===== src/rtl/sd_cmd_framer_pkg.sv =====
// Shared definitions for the SD command-line framer: frame geometry,
// CRC7 polynomial, FSM state encoding and the frame bit selector.
package sd_cmd_framer_pkg;

  localparam logic [5:0] FRAME_LEN = 6'd48;  // start, dir, index, arg, crc7, end
  localparam logic [5:0] CRC_POS   = 6'd40;  // first CRC bit; CRC covers bits 0..39
  localparam logic [6:0] CRC_POLY  = 7'h09;  // x^7 + x^3 + 1, x^7 implicit

  typedef enum logic [1:0] {
    ST_IDLE,
    ST_ARM,
    ST_SEND,
    ST_GAP
  } state_e;

  // Bit n of the frame (n=0 is the first bit on the wire).
  function automatic logic frame_bit(input logic [39:0] hdr,
                                     input logic [6:0]  crc,
                                     input logic [5:0]  n);
    if (n < CRC_POS)
      return hdr[6'd39 - n];
    else if (n < FRAME_LEN - 6'd1)
      return crc[3'(6'd46 - n)];
    else
      return 1'b1;
  endfunction

endpackage


===== src/rtl/sd_cmd_framer_crc7.sv =====
// Serial CRC7 (x^7 + x^3 + 1, zero seed) fed one bit per valid cycle.
module crc7_serial
  import sd_cmd_framer_pkg::*;
(
  input  logic       clk_i,
  input  logic       rst_n_i,
  input  logic       clr_i,
  input  logic       valid_i,
  input  logic       data_i,
  output logic [6:0] crc_o
);

  logic [6:0] crc_q;
  logic [6:0] crc_d;
  logic       fb;

  // One LFSR step for the incoming bit.
  always_comb begin
    fb    = data_i ^ crc_q[6];
    crc_d = {crc_q[5:0], 1'b0} ^ (fb ? CRC_POLY : 7'h00);
  end

  // Clear has priority so a new frame always starts from a zero seed.
  always_ff @(posedge clk_i or negedge rst_n_i) begin
    if (!rst_n_i)     crc_q <= 7'h00;
    else if (clr_i)   crc_q <= 7'h00;
    else if (valid_i) crc_q <= crc_d;
  end

  assign crc_o = crc_q;

endmodule


===== src/rtl/sd_cmd_framer.sv =====
// SD command framer: serialises a 48-bit command frame, one bit per
// bit_en_i strobe, with CRC7 generated on the fly.
// Optional feature macro: SD_CMD_GAP_EN adds IDLE_BITS released-line
// strobes after the end bit before DONE.
//
//   state   | meaning
//   IDLE    | waiting for start_i, line released
//   ARM     | command latched, waiting for the first strobe
//   SEND    | driving frame bits 0..47, one per strobe
//   GAP     | line released, counting post-frame idle strobes
module sd_cmd_framer
  import sd_cmd_framer_pkg::*;
#(
  parameter int unsigned IDLE_BITS = 8
) (
  input  logic        clk_i,
  input  logic        rst_n_i,
  input  logic        bit_en_i,
  input  logic        start_i,
  input  logic [5:0]  cmd_idx_i,
  input  logic [31:0] cmd_arg_i,
  output logic        busy_o,
  output logic        done_o,
  output logic        sd_cmd_o,
  output logic        sd_cmd_oe_o
);

`ifdef SD_CMD_GAP_EN
  localparam int unsigned GAP_LEN = IDLE_BITS;
  localparam int unsigned GW      = $clog2(GAP_LEN + 2);
  logic [GW-1:0] gap_cnt_q;
`else
  // Gap compiled out; the parameter stays for a uniform interface.
  localparam int unsigned GAP_LEN = 0 * IDLE_BITS;
`endif

  state_e      state_q;
  logic        busy_q, done_q, sd_cmd_q, oe_q;
  logic [5:0]  bit_cnt_q;
  logic [5:0]  idx_q;
  logic [31:0] arg_q;

  logic [39:0] hdr;
  logic [6:0]  crc;
  logic [5:0]  nxt_bit;
  logic        cur_bit;
  logic        crc_clr;
  logic        crc_en;

  assign hdr     = {2'b01, idx_q, arg_q};
  assign nxt_bit = (state_q == ST_ARM) ? 6'd0 : bit_cnt_q + 6'd1;
  assign cur_bit = frame_bit(hdr, crc, nxt_bit);
  assign crc_clr = (state_q == ST_IDLE) && start_i && !done_q;
  // CRC follows the line for bits 0..39 and freezes before it is shifted out.
  assign crc_en  = bit_en_i && ((state_q == ST_ARM) ||
                                ((state_q == ST_SEND) && (nxt_bit < CRC_POS)));

  crc7_serial u_crc (
    .clk_i   (clk_i),
    .rst_n_i (rst_n_i),
    .clr_i   (crc_clr),
    .valid_i (crc_en),
    .data_i  (cur_bit),
    .crc_o   (crc)
  );

  // Framer FSM with registered line, enable and handshake outputs.
  always_ff @(posedge clk_i or negedge rst_n_i) begin
    if (!rst_n_i) begin
      state_q   <= ST_IDLE;
      busy_q    <= 1'b0;
      done_q    <= 1'b0;
      sd_cmd_q  <= 1'b1;
      oe_q      <= 1'b0;
      bit_cnt_q <= 6'd0;
      idx_q     <= 6'd0;
      arg_q     <= 32'd0;
`ifdef SD_CMD_GAP_EN
      gap_cnt_q <= '0;
`endif
    end else begin
      done_q <= 1'b0;
      unique case (state_q)
        ST_IDLE: begin
          // A START coinciding with DONE belongs to the finished frame.
          if (start_i && !done_q) begin
            idx_q     <= cmd_idx_i;
            arg_q     <= cmd_arg_i;
            busy_q    <= 1'b1;
            bit_cnt_q <= 6'd0;
            state_q   <= ST_ARM;
          end
        end
        ST_ARM: begin
          if (bit_en_i) begin
            sd_cmd_q  <= cur_bit;
            oe_q      <= 1'b1;
            bit_cnt_q <= 6'd0;
            state_q   <= ST_SEND;
          end
        end
        ST_SEND: begin
          if (bit_en_i) begin
            if (bit_cnt_q == FRAME_LEN - 6'd1) begin
              oe_q      <= 1'b0;
              sd_cmd_q  <= 1'b1;
              bit_cnt_q <= 6'd0;
              if (GAP_LEN == 0) begin
                busy_q  <= 1'b0;
                done_q  <= 1'b1;
                state_q <= ST_IDLE;
              end
`ifdef SD_CMD_GAP_EN
              else begin
                gap_cnt_q <= GW'(GAP_LEN);
                state_q   <= ST_GAP;
              end
`endif
            end else begin
              bit_cnt_q <= nxt_bit;
              sd_cmd_q  <= cur_bit;
            end
          end
        end
        ST_GAP: begin
`ifdef SD_CMD_GAP_EN
          if (bit_en_i) begin
            if (gap_cnt_q == GW'(1)) begin
              busy_q  <= 1'b0;
              done_q  <= 1'b1;
              state_q <= ST_IDLE;
            end else begin
              gap_cnt_q <= gap_cnt_q - GW'(1);
            end
          end
`else
          state_q <= ST_IDLE;
`endif
        end
        default: state_q <= ST_IDLE;
      endcase
    end
  end

  assign busy_o      = busy_q;
  assign done_o      = done_q;
  assign sd_cmd_o    = sd_cmd_q;
  assign sd_cmd_oe_o = oe_q;

endmodule


===== config.mk =====
export PLATFORM = sky130hd
export DESIGN_NAME = sd_cmd_framer
export DESIGN_NICKNAME = d
export VERILOG_FILES = /design/src/rtl/sd_cmd_framer_pkg.sv /design/src/rtl/sd_cmd_framer_crc7.sv /design/src/rtl/sd_cmd_framer.sv
export SDC_FILE = /design/constraint.sdc
export NUM_CORES = 1
export LEC_CHECK = 0
export BUFFER_PORTS_ARGS = -buffer_cell sky130_fd_sc_hd__buf_4
export CELL_PAD_IN_SITES_DETAIL_PLACEMENT = 0
export CELL_PAD_IN_SITES_GLOBAL_PLACEMENT = 1
export CORE_ASPECT_RATIO = 1.4
export CORE_MARGIN = 2
export CORE_UTILIZATION = 45
export CTS_CLUSTER_SIZE = 14
export DETAILED_ROUTE_END_ITERATION = 7
export PLACE_DENSITY_LB_ADDON = 0.1
export SYNTH_ARGS = -nofsm -noshare
export SYNTH_HDL_FRONTEND = slang
export SYNTH_HIERARCHICAL = 1
export SYNTH_SLANG_ARGS = --single-unit
export TNS_END_PERCENT = 50

===== constraint.sdc =====
create_clock -name clk_i -period 8.2 [get_ports clk_i]
set_clock_uncertainty 0.15 [all_clocks]
set_input_delay 0.41 -clock clk_i [delete_from_list [all_inputs] [get_ports clk_i]]
set_output_delay 0.41 -clock clk_i [all_outputs]
set_load 0.02 [all_outputs]

==> results of run 1 <==
worst register-to-register path: cells and delay by family (launching register included):
family | cells | cell delay [ps]
multiplexers | 1 | 140
flip-flops | 1 | 410
adder cells (fa/ha/maj) | 2 | 900
XOR/XNOR | 1 | 180
AO/OA/AOI/OAI | 3 | 500
AND/OR/NAND/NOR | 4 | 660
buffers and inverters | 1 | 130
path summary, 6_finish.rpt:
| check | from | slack (ps) | to | depth (start not counted) |
|---|---|---|---|---|
| max in group asynchronous | rst_n_i | 6920 | u_crc/crc_o[5]$_DFFE_PN0P_ | 2 |
| worst max register to register | bit_cnt_q[1]$_DFFE_PN0P_ | 5040 | u_crc/crc_o[3]$_DFFE_PN0P_ | 12 |
| min in group asynchronous | rst_n_i | 510 | arg_q[16]$_DFFE_PN0P_ | 2 |
| worst min register to register | arg_q[18]$_DFFE_PN0P_ | 350 | arg_q[18]$_DFFE_PN0P_ | 1 |
| worst min-delay path | cmd_idx_i[4] | 130 | idx_q[4]$_DFFE_PN0P_ | 3 |
| worst max-delay path | bit_cnt_q[1]$_DFFE_PN0P_ | 5040 | u_crc/crc_o[3]$_DFFE_PN0P_ | 12 |
per-layer routing:
metal / GRT usage [%] / vias up / part of all wire [%]
met4: 9.09 / 0 / 2.1
met2: 29.9 / 50 / 49
met3: 4.04 / 12 / 3.7
li1: - / 1080 / -
met1: 24.7 / 1062 / 45
met5: 0 / - / 0
final cells by class:
type	instances	area, um^2
Clock buffer	9	124
Inverter	4	15.0
Fill cell	588	2990
Timing Repair Buffer	48	363
Sequential cell	57	1430
Multi-Input combinational cell	193	1520
Clock inverter	7	58.8
Tap cell	92	115
what timing repair did:
action,CTS,global route
hold buffers,1,0
endpoints found under the hold margin,51,0
setup buffers,0,0
endpoints found under the setup margin,0,0
layout by cell type (no fill, tap or decap), types with 4 or more instances in the layout:
master	n
inv_6	5
nor3b_1	4
mux2_2	40
o21ai_0	18
a211oi_1	4
ha_1	4
nand3_1	6
nor2b_1	5
a21oi_1	8
nand2b_1	4
a31oi_1	4
mux2i_1	12
clkbuf_8	9
nand2_1	16
dfrtp_1	56
buf_4	47
nor2_1	17
stage by stage:
step	hold slack (ps)	power, mW
final	132	1.26
after global routing	125	1.37
after CTS	113	1.28
after detailed placement	337	1.03
after global placement	338	1.02
after floorplan	-35.6	0.924
logic make-up (layout without fill, tap and decap cells):
kind of cell | after synthesis | after routing | synth area share [%]
and+or+nand+nor | 70 | 70 | 12.6
AOI/OAI and AO/OA | 62 | 62 | 14.0
DFF | 57 | 57 | 46.3
muxes | 52 | 52 | 18.5
buffers and inverters | 23 | 68 | 4.67
xor gates and xnor gates | 5 | 5 | 2.27
adders and majority gates | 4 | 4 | 1.62
power by group:
| part | leakage (nW) | switching, mW | internal (mW) |
|---|---|---|---|
| Combinational | 0.753 | 0.270 | 0.267 |
| Clock | 0.0877 | 0.127 | 0.115 |
| Sequential | 0.691 | 0.0759 | 0.402 |
| Total | 1.53 | 0.473 | 0.784 |
sequential cells by signal (all words and copies together) (netlist names):
signal	cells
arg_q	32
u_crc/crc_o	7
bit_cnt_q	6
idx_q	6
state_q	2
busy_o	1
done_o	1
sd_cmd_o	1
sd_cmd_oe_o	1
==> run_results.csv, run 1 <==
group,metric,value,unit
clocking,cts_buffers,9,
placement,port-buffer-count,45,
worst_setup_path,slowest_stage,"ha_1",
sta,worst_slack,5040,ps
synthesis,synthCells,273,
synthesis,syn-num-nets,319,
synthesis,yosys_most_used_dff,"dfrtp_1",
synthesis,postSynthAreaPerCell,11.3,um^2
placement,hpwl,4290,um
clocking,clock_tree.root_cell,"clkbuf_8",
worst_setup_path,path_cells,"ha_1, nand2_1, inv_1, ha_1, mux2i_1, nor4_1, a31oi_1, a41o_2, nor2_1, xnor2_1, nand4b_1, o211ai_1",
clocking,htree_levels,3,
worst_setup_path,slowest_delay,620,ps
layout,fin_util,54.7,%
drt,postRouteAntennaNets,0,
global_route,overflow,0,
drt,drtIter0Drc,106,
layout,nets,359,
sta,timing.final.crit_period,3160,ps
sta,rsz0062_at_grt,"no",
synthesis,synth_top_cell_area_share,45.5,%
worst_setup_path,critPathRequiredTime,8300,ps
drt,post-route-drc-count,0,
synthesis,synthTopCellsByCount,"56 x dfrtp_1, 40 x mux2_2, 18 x o21ai_0",
floorplanning,core-area,6610,um^2
worst_setup_path,startpoint_type,"register",
layout,finish.instance_area,3620,um^2
worst_setup_path,path_delay_family,"adder cells",
pwr,ir_drop,0.169,mV
synthesis,synthArstFlopShare,100,%
sta,slew_violations,0,
sta,setup_tns,0,ps
drt,via_count,2204,
drt,finalWirelength,6150,um
sta,tightestPinTransition,761,ps
synthesis,yosys_register_bits,57,
floorplanning,dieHeight,102,um
synthesis,synthTopCellsByArea,"dfrtp_1 45%, mux2_2 15%, mux2i_1 3.9%, o21ai_0 2.9%, nor2_1 2.1%",
layout,stdcell_count,410,
synthesis,synth_edf_count,0,
synthesis,synth_top_cell_by_area,"dfrtp_1",
worst_setup_path,crit_fanout,16,
clocking,cts_tree,"yes",
clocking,clk_latency,340,ps
worst_setup_path,worstPathArrival,3260,ps
sta,max_slew_margin,49.1,%
synthesis,ys_types,57,
floorplanning,die_area,7530,um^2
worst_setup_path,path_class,"reg2reg",
worst_setup_path,crit_buf_inv,1,
synthesis,yosysMostFrequentCell,"dfrtp_1",
worst_setup_path,end_kind,"register",
sta,hold_viol,0,
worst_setup_path,crit_path_frequent_cell,"ha_1",
global_route,grt_max_degree,58,
global_route,grt_usage,19.0,%
drt,wire_per_inst,15.0,um
floorplanning,std_cell_rows,35,
status,status,"complete, no violations",
floorplanning,ios,46,
clocking,cts.sink_count,57,
worst_hold_path,min_path_type,"in2reg",
floorplanning,start_util,46.6,%
sta,finalSetupViolations,0,
job,maxCapViolCount,0,
pwr,pwr_density_cell,347,nW/um^2
drt,drtPass1Iterations,4,
global_route,grt_pass1_vias,2249,
clocking,cts_buffer_depth,2,
synthesis,yosys_warnings,6,
clocking,path_clk_slew,70,ps
synthesis,yosysSeqAreaShare,46.3,%
layout,drive_gt1_share,37.7,%
pwr,p_leak,1.53,nW
synthesis,netlist_area,3080,um^2
placement,dpl_cell_area,3430,um^2
floorplanning,die_x,73.9,um
global_route,grt_pass1_wl,10800,um
clocking,post_cts_resized,0,
drt,via_per_inst,5.38,
layout,area_growth,17.5,%
placement,post-place-ws,5060,ps
global_route,antenna_found_initial,0,
placement,placed_cells,393,
layout,n_antenna_cell,0,
sta,period_share,38.5,%
sta,fmax,317,MHz
placement,place_congestion,0.804,
Power figures use the tool's default switching activity.
==> inputs of run 2 (changes only) <==
--- a/config.mk
+++ b/config.mk
@@ -10,7 +10,7 @@
 export CELL_PAD_IN_SITES_GLOBAL_PLACEMENT = 1
 export CORE_ASPECT_RATIO = 1.4
 export CORE_MARGIN = 2
-export CORE_UTILIZATION = 45
+export CORE_UTILIZATION = 41
 export CTS_CLUSTER_SIZE = 14
 export DETAILED_ROUTE_END_ITERATION = 7
 export PLACE_DENSITY_LB_ADDON = 0.1
==> constraint.sdc (replaced) <==
create_clock -name clk_i -period 2.9 [get_ports clk_i]
set_clock_uncertainty 0.15 [all_clocks]
set_input_delay 0.145 -clock clk_i [delete_from_list [all_inputs] [get_ports clk_i]]
set_output_delay 0.145 -clock clk_i [all_outputs]
set_load 0.02 [all_outputs]
==> run 2 against run 1 <==
  * Utilization increased by 2.9 points
  * Critical path type unchanged
  * Die area increased by 9.3%
  * Sequential power increased to 2.8 times the previous value
==> run_results.csv, run 2 (synthesized netlist as in run 1, its figures left out) <==
group,metric,value,unit
drt,post-route-drc-count,0,
pwr,swShare,37.1,%
status,status,"complete, no violations",
drt,via_count,2463,
layout,largest_reg_flops,32,
worst_setup_path,crit_fanout,5,
drt,drtPass1Iterations,4,
global_route,grt_max_degree,58,
worst_setup_path,path_class,"reg2reg",
global_route,overflow,0,
sta,setup_tns,0,ps
layout,fin_util,57.6,%
pwr,switchingPower,1.41,mW
drt,via_per_inst,5.22,
pwr,pwr-share-seq,35.4,%
drt,drtIter0Drc,87,
sta,hold_viol,0,
worst_setup_path,critPathRequiredTime,3000,ps
worst_hold_path,whs_path_depth,4,
global_route,grt_pass1_wl,12100,um
clocking,cts_buffer_depth,2,
global_route,grt_pass1_vias,2473,
job,maxCapViolCount,0,
clocking,clock_tree.root_cell,"clkbuf_8",
worst_hold_path,min-delay-start,"start_i",
worst_hold_path,min_path_type,"in2reg",
sta,slew_violations,0,
clocking,cts_tree,"yes",
pwr,comb_power_share,47.7,%
clocking,cts.sink_count,57,
sta,max_slew_margin,50.9,%
layout,final_cell_mix,"64 x buf_4, 55 x dfrtp_1, 40 x mux2_2, 40 x dlygate4sd3_1, 17 x o21ai_0",
pwr,p_leak,1.78,nW
layout,final_common_cell,"buf_4",
clocking,clk_latency,340,ps
worst_setup_path,end_kind,"register",
placement,place_congestion,0.808,
worst_setup_path,worstPathArrival,2820,ps
worst_setup_path,r2r_cells,12,
layout,finish.instance_area,4210,um^2
worst_setup_path,r2r_end,"u_crc/crc_o[3]$_DFFE_PN0P_",
drt,wire_per_inst,15.6,um
worst_setup_path,reg2reg_slack,180,ps
floorplanning,start_util,42.1,%
sta,timing.final.crit_period,2720,ps
layout,stdcell_count,472,
layout,n_antenna_cell,0,
layout,multiInputGateArea,1580,um^2
layout,area_growth,36.8,%
worst_setup_path,rr_startpoint,"bit_cnt_q[0]$_DFFE_PN0P_",
drt,finalWirelength,7340,um
pwr,pwr-share-clk,16.9,%
pwr,pwr_density_cell,900,nW/um^2
clocking,htree_levels,3,
sta,finalSetupViolations,0,
placement,hpwl,5110,um
layout,nets,416,
placement,placed_cells,414,
layout,layout.area.seq,1430,um^2
floorplanning,std_cell_rows,37,
floorplanning,die_x,77.3,um
worst_hold_path,hold_end,"busy_o$_DFFE_PN0P_",
layout,fillCellCount,681,
floorplanning,die_area,8230,um^2
global_route,antenna_found_initial,0,
pwr,ir_drop,0.456,mV
layout,top_register,"arg_q",
global_route,grt_usage,18.8,%
sta,fmax,367,MHz
worst_setup_path,startpoint_type,"register",
floorplanning,dieHeight,107,um
floorplanning,core-area,7310,um^2
placement,port-buffer-count,45,
clocking,path_clk_slew,70,ps
sta,period_share,93.9,%
layout,drive_gt1_share,39.2,%
floorplanning,ios,46,
clocking,cts_buffers,9,
drt,postRouteAntennaNets,0,
pwr,p_int,2.39,mW
placement,dpl_cell_area,3570,um^2
sta,tightestPinTransition,737,ps
==> run 2: stage by stage <==
step | power (mW) | setup WS (ps) | hold WS [ps]
after floorplan | 2.61 | 196 | -301
after detailed placement | 3.08 | 138 | 109
after global routing | 4.09 | -3.73 | 120
final | 3.79 | 176 | 103
after global placement | 3.08 | 164 | 109
after CTS | 3.79 | 120 | 85.6
==> run 2: how the worst max path moves through the flow <==
stage          slack (ps)  cells after the start                     start                    endpoint
4_1_cts               120                     12  bit_cnt_q[0]$_DFFE_PN0P_  u_crc/crc_o[3]$_DFFE_PN0P_
6_report              180                     12  bit_cnt_q[0]$_DFFE_PN0P_  u_crc/crc_o[3]$_DFFE_PN0P_
2_1_floorplan         200                     13  bit_cnt_q[0]$_DFFE_PN0P_  u_crc/crc_o[3]$_DFFE_PN0P_
3_3_place_gp          160                     12  bit_cnt_q[0]$_DFFE_PN0P_  u_crc/crc_o[3]$_DFFE_PN0P_
3_5_place_dp          140                     12  bit_cnt_q[0]$_DFFE_PN0P_  u_crc/crc_o[3]$_DFFE_PN0P_
5_1_grt                -4                     12  bit_cnt_q[0]$_DFFE_PN0P_  u_crc/crc_o[3]$_DFFE_PN0P_
==> run 2: routing by layer <==
layer | wire (um) | vias up | track usage, %
met5 | 0 | - | 0
met4 | 176 | 0 | 8.80
met3 | 211 | 13 | 3.31
met2 | 3790 | 50 | 32.0
met1 | 3160 | 1210 | 23.1
li1 | - | 1190 | -
==> run 2: cell type report <==
type / count / share of cell area (%)
Tap cell: 97 / 2.88
Timing Repair Buffer: 105 / 21.4
Clock buffer: 10 / 3.03
Multi-Input combinational cell: 193 / 37.4
Sequential cell: 57 / 33.9
Clock inverter: 6 / 1.07
Inverter: 4 / 0.356
==> run 2: critical path, stage by stage (launching register included) <==
cell and delay [ps]:
dfrtp_1 410, ha_2 190, buf_4 160, xnor2_4 230, and2b_1 230, a211oi_2 190, o41ai_2 100, nor4_1 280
a31o_1 200, nor2_2 70, xnor2_2 190, nand4b_1 120, o211ai_1 100
==> run 2: repair_timing <==
action	CTS	global route
hold endpoints to repair	96	0
resized for setup	0	15
hold buffers	40	0
endpoints found under the setup margin	0	2
setup buffers	0	2
==> run 2: power groups by stage <==
| stage | sequential (mW) | combinational [mW] | clock (mW) |
|---|---|---|---|
| detailed placement | 1.36 | 1.72 | 0 |
| finish | 1.34 | 1.81 | 0.640 |
| CTS | 1.35 | 1.77 | 0.666 |
| floorplan | 1.30 | 1.32 | 0 |
| global route | 1.39 | 2.00 | 0.698 |
| global placement | 1.36 | 1.72 | 0 |
==> inputs of run 3 (changes only) <==
--- a/config.mk
+++ b/config.mk
@@ -5,14 +5,16 @@
 export SDC_FILE = /design/constraint.sdc
 export NUM_CORES = 1
 export LEC_CHECK = 0
-export BUFFER_PORTS_ARGS = -buffer_cell sky130_fd_sc_hd__buf_4
+export BUFFER_PORTS_ARGS = -buffer_cell sky130_fd_sc_hd__clkbuf_2
 export CELL_PAD_IN_SITES_DETAIL_PLACEMENT = 0
 export CELL_PAD_IN_SITES_GLOBAL_PLACEMENT = 1
 export CORE_ASPECT_RATIO = 1.4
 export CORE_MARGIN = 2
 export CORE_UTILIZATION = 41
+export CTS_CLUSTER_DIAMETER = 100
 export CTS_CLUSTER_SIZE = 14
 export DETAILED_ROUTE_END_ITERATION = 7
+export HOLD_SLACK_MARGIN = 0.08
 export PLACE_DENSITY_LB_ADDON = 0.1
 export SYNTH_ARGS = -nofsm -noshare
 export SYNTH_HDL_FRONTEND = slang
==> run 3 against run 2 <==
  * Power grew 2.3%
  * Worst setup slack gained 33 ps
  * Critical path depth is the same
  * Sequential cell count is the same
  * First-iteration DRC count grew 39%
  * Sequential power is essentially flat
  * Register-to-register slack gained 30 ps
  * Utilization shrank 0.99 points
==> run_results.csv, run 3 (synthesized netlist as in run 1, its figures left out) <==
group,metric,value,unit
placement,hpwl,4890,um
layout,area_growth,34.4,%
layout,final_common_cell,"dfrtp_1",
sta,fmax,372,MHz
worst_setup_path,crit_fanout,22,
drt,drtIter0Drc,121,
worst_setup_path,slowest_delay,380,ps
pwr,pwr-share-clk,19.6,%
floorplanning,std_cell_rows,37,
sta,finalSetupViolations,0,
clocking,cts_tree,"yes",
sta,setup_tns,0,ps
global_route,grt_usage,18.9,%
layout,final_cell_mix,"56 x dfrtp_1, 45 x clkbuf_2, 41 x dlygate4sd3_1, 40 x mux2_2, 18 x o21ai_0",
floorplanning,ios,46,
worst_setup_path,slowest_stage,"dfrtp_1",
worst_setup_path,path_delay_family,"compound AO/OA/AOI/OAI gates",
layout,largest_reg_flops,32,
layout,n_antenna_cell,0,
pwr,p_int,2.49,mW
clocking,cts.sink_count,57,
pwr,pwr_density_cell,937,nW/um^2
layout,top_register,"arg_q",
pwr,pwr-share-seq,34.4,%
sta,timing.final.crit_period,2690,ps
worst_setup_path,rr_startpoint,"bit_cnt_q[0]$_DFFE_PN0P_",
worst_setup_path,end_kind,"register",
layout,multiInputGateArea,1590,um^2
global_route,antenna_found_initial,0,
global_route,overflow,0,
worst_setup_path,cp-startpoint,"bit_cnt_q[0]$_DFFE_PN0P_",
floorplanning,core-area,7310,um^2
sta,rsz0062_at_grt,"no",
pwr,p_leak,1.77,nW
layout,fin_util,56.6,%
drt,via_per_inst,5.03,
worst_setup_path,critPathRequiredTime,3000,ps
worst_setup_path,path_cells,"buf_4, buf_8, nor2_2, ha_1, mux2i_1, nor4_1, a31oi_1, a41o_2, nor2_2, xnor2_2, nand4b_1, o211ai_1",
job,maxCapViolCount,0,
clocking,clk_latency,340,ps
pwr,ir_drop,0.608,mV
clocking,cts_buffer_depth,2,
placement,place_congestion,0.786,
sta,max_slew_margin,56.5,%
status,status,"complete, no violations",
global_route,grt_max_degree,39,
sta,tightestPinTransition,652,ps
clocking,clock_tree.root_cell,"clkbuf_8",
pwr,swShare,35.8,%
sta,worst_slack,208,ps
worst_setup_path,cp.depth,12,
drt,via_count,2363,
drt,postRouteAntennaNets,0,
sta,period_share,92.8,%
drt,finalWirelength,7030,um
floorplanning,start_util,42.1,%
floorplanning,die_area,8230,um^2
drt,wire_per_inst,15.0,um
sta,slew_violations,0,
worst_hold_path,min_path_type,"in2async",
clocking,path_clk_slew,70,ps
global_route,grt_pass1_wl,12100,um
worst_setup_path,path_class,"reg2reg",
sta,hold_viol,0,
layout,fillCellCount,680,
worst_setup_path,worstPathArrival,2790,ps
worst_setup_path,endpoint,"u_crc/crc_o[3]$_DFFE_PN0P_",
drt,post-route-drc-count,0,
floorplanning,die_x,77.3,um
layout,layout.area.seq,1430,um^2
worst_setup_path,crit_path_frequent_cell,"nor2_2",
pwr,comb_power_share,46.0,%
floorplanning,dieHeight,107,um
worst_setup_path,r2r_cells,12,
layout,drive_gt1_share,37.8,%
worst_setup_path,startpoint_type,"register",
pwr,switchingPower,1.39,mW
layout,nets,414,
worst_setup_path,crit_buf_inv,2,
clocking,post-cts-setup-buffers,0,
clocking,cts_buffers,9,
worst_setup_path,reg2reg_slack,210,ps
global_route,grt_pass1_vias,2574,
clocking,htree_levels,3,
drt,drtPass1Iterations,4,
placement,port-buffer-count,45,
placement,post-place-ws,101,ps
worst_setup_path,r2r_end,"u_crc/crc_o[3]$_DFFE_PN0P_",
==> run 3: cell count changes in the layout (fill, tap and decap cells not counted), sizes merged <==
cell and change:
clkinv -1, buf -48, clkbuf +47, dlygate4sd3 +1, bufinv +1, clkinvlp -2
==> run 3: metal layers <==
layer	GRT usage, %	vias up	part of all wire, %
li1	-	1185	-
met1	23.0	1135	46
met2	31.6	37	51
met3	5.52	6	2.7
met4	6.63	0	0.77
met5	0	-	0
==> run 3: worst register-to-register path: stages, from the launching register on <==
cell	delay [ps]
dfrtp_1	380
buf_4	220
buf_8	210
nor2_2	70
ha_1	370
mux2i_1	230
nor4_1	60
a31oi_1	190
a41o_2	240
nor2_2	50
xnor2_2	200
nand4b_1	120
o211ai_1	100
==> run 3: through the flow <==
| step | cell area, um^2 | hold WS (ps) | power [mW] | cells |
|---|---|---|---|---|
| after floorplan | 3080 | -301 | 2.61 | 273 |
| after global placement | 3450 | 53.6 | 3.02 | 413 |
| after detailed placement | 3450 | 57.1 | 3.05 | 413 |
| after CTS | 4060 | 211 | 3.88 | 470 |
| after global routing | 4140 | 245 | 4.18 | 470 |
| final | 4140 | 205 | 3.88 | 470 |
==> run 3: what timing repair did <==
action                                 4_1_cts  5_1_grt
setup endpoints to repair                    0        2
hold buffers                                41        0
resized for setup                            0       14
endpoints found under the hold margin       66        0
==> run 3: area by class of cell <==
type	instances	area share (%)
tap	97	2.93
inverter	4	0.363
clock inverter	4	1.24
clock buffer	12	3.75
sequential	57	34.5
timing repair buffer	103	18.9
multi-input combinational	193	38.3
==> run 3: power groups by stage <==
stage	clock (mW)	combinational [mW]	sequential (mW)
floorplan	0	1.32	1.30
global placement	0	1.68	1.34
detailed placement	0	1.70	1.35
CTS	0.793	1.75	1.34
global route	0.826	1.96	1.39
finish	0.760	1.78	1.34
==> run 3: worst min-delay path by stage <==
stage	cells after the start	endpoint	startpoint
finish	2	arg_q[17]$_DFFE_PN0P_	rst_n_i
global route	2	arg_q[17]$_DFFE_PN0P_	rst_n_i
CTS	2	arg_q[17]$_DFFE_PN0P_	rst_n_i
detailed placement	1	arg_q[17]$_DFFE_PN0P_	rst_n_i
global placement	1	arg_q[17]$_DFFE_PN0P_	rst_n_i
floorplan	0	arg_q[0]$_DFFE_PN0P_	rst_n_i
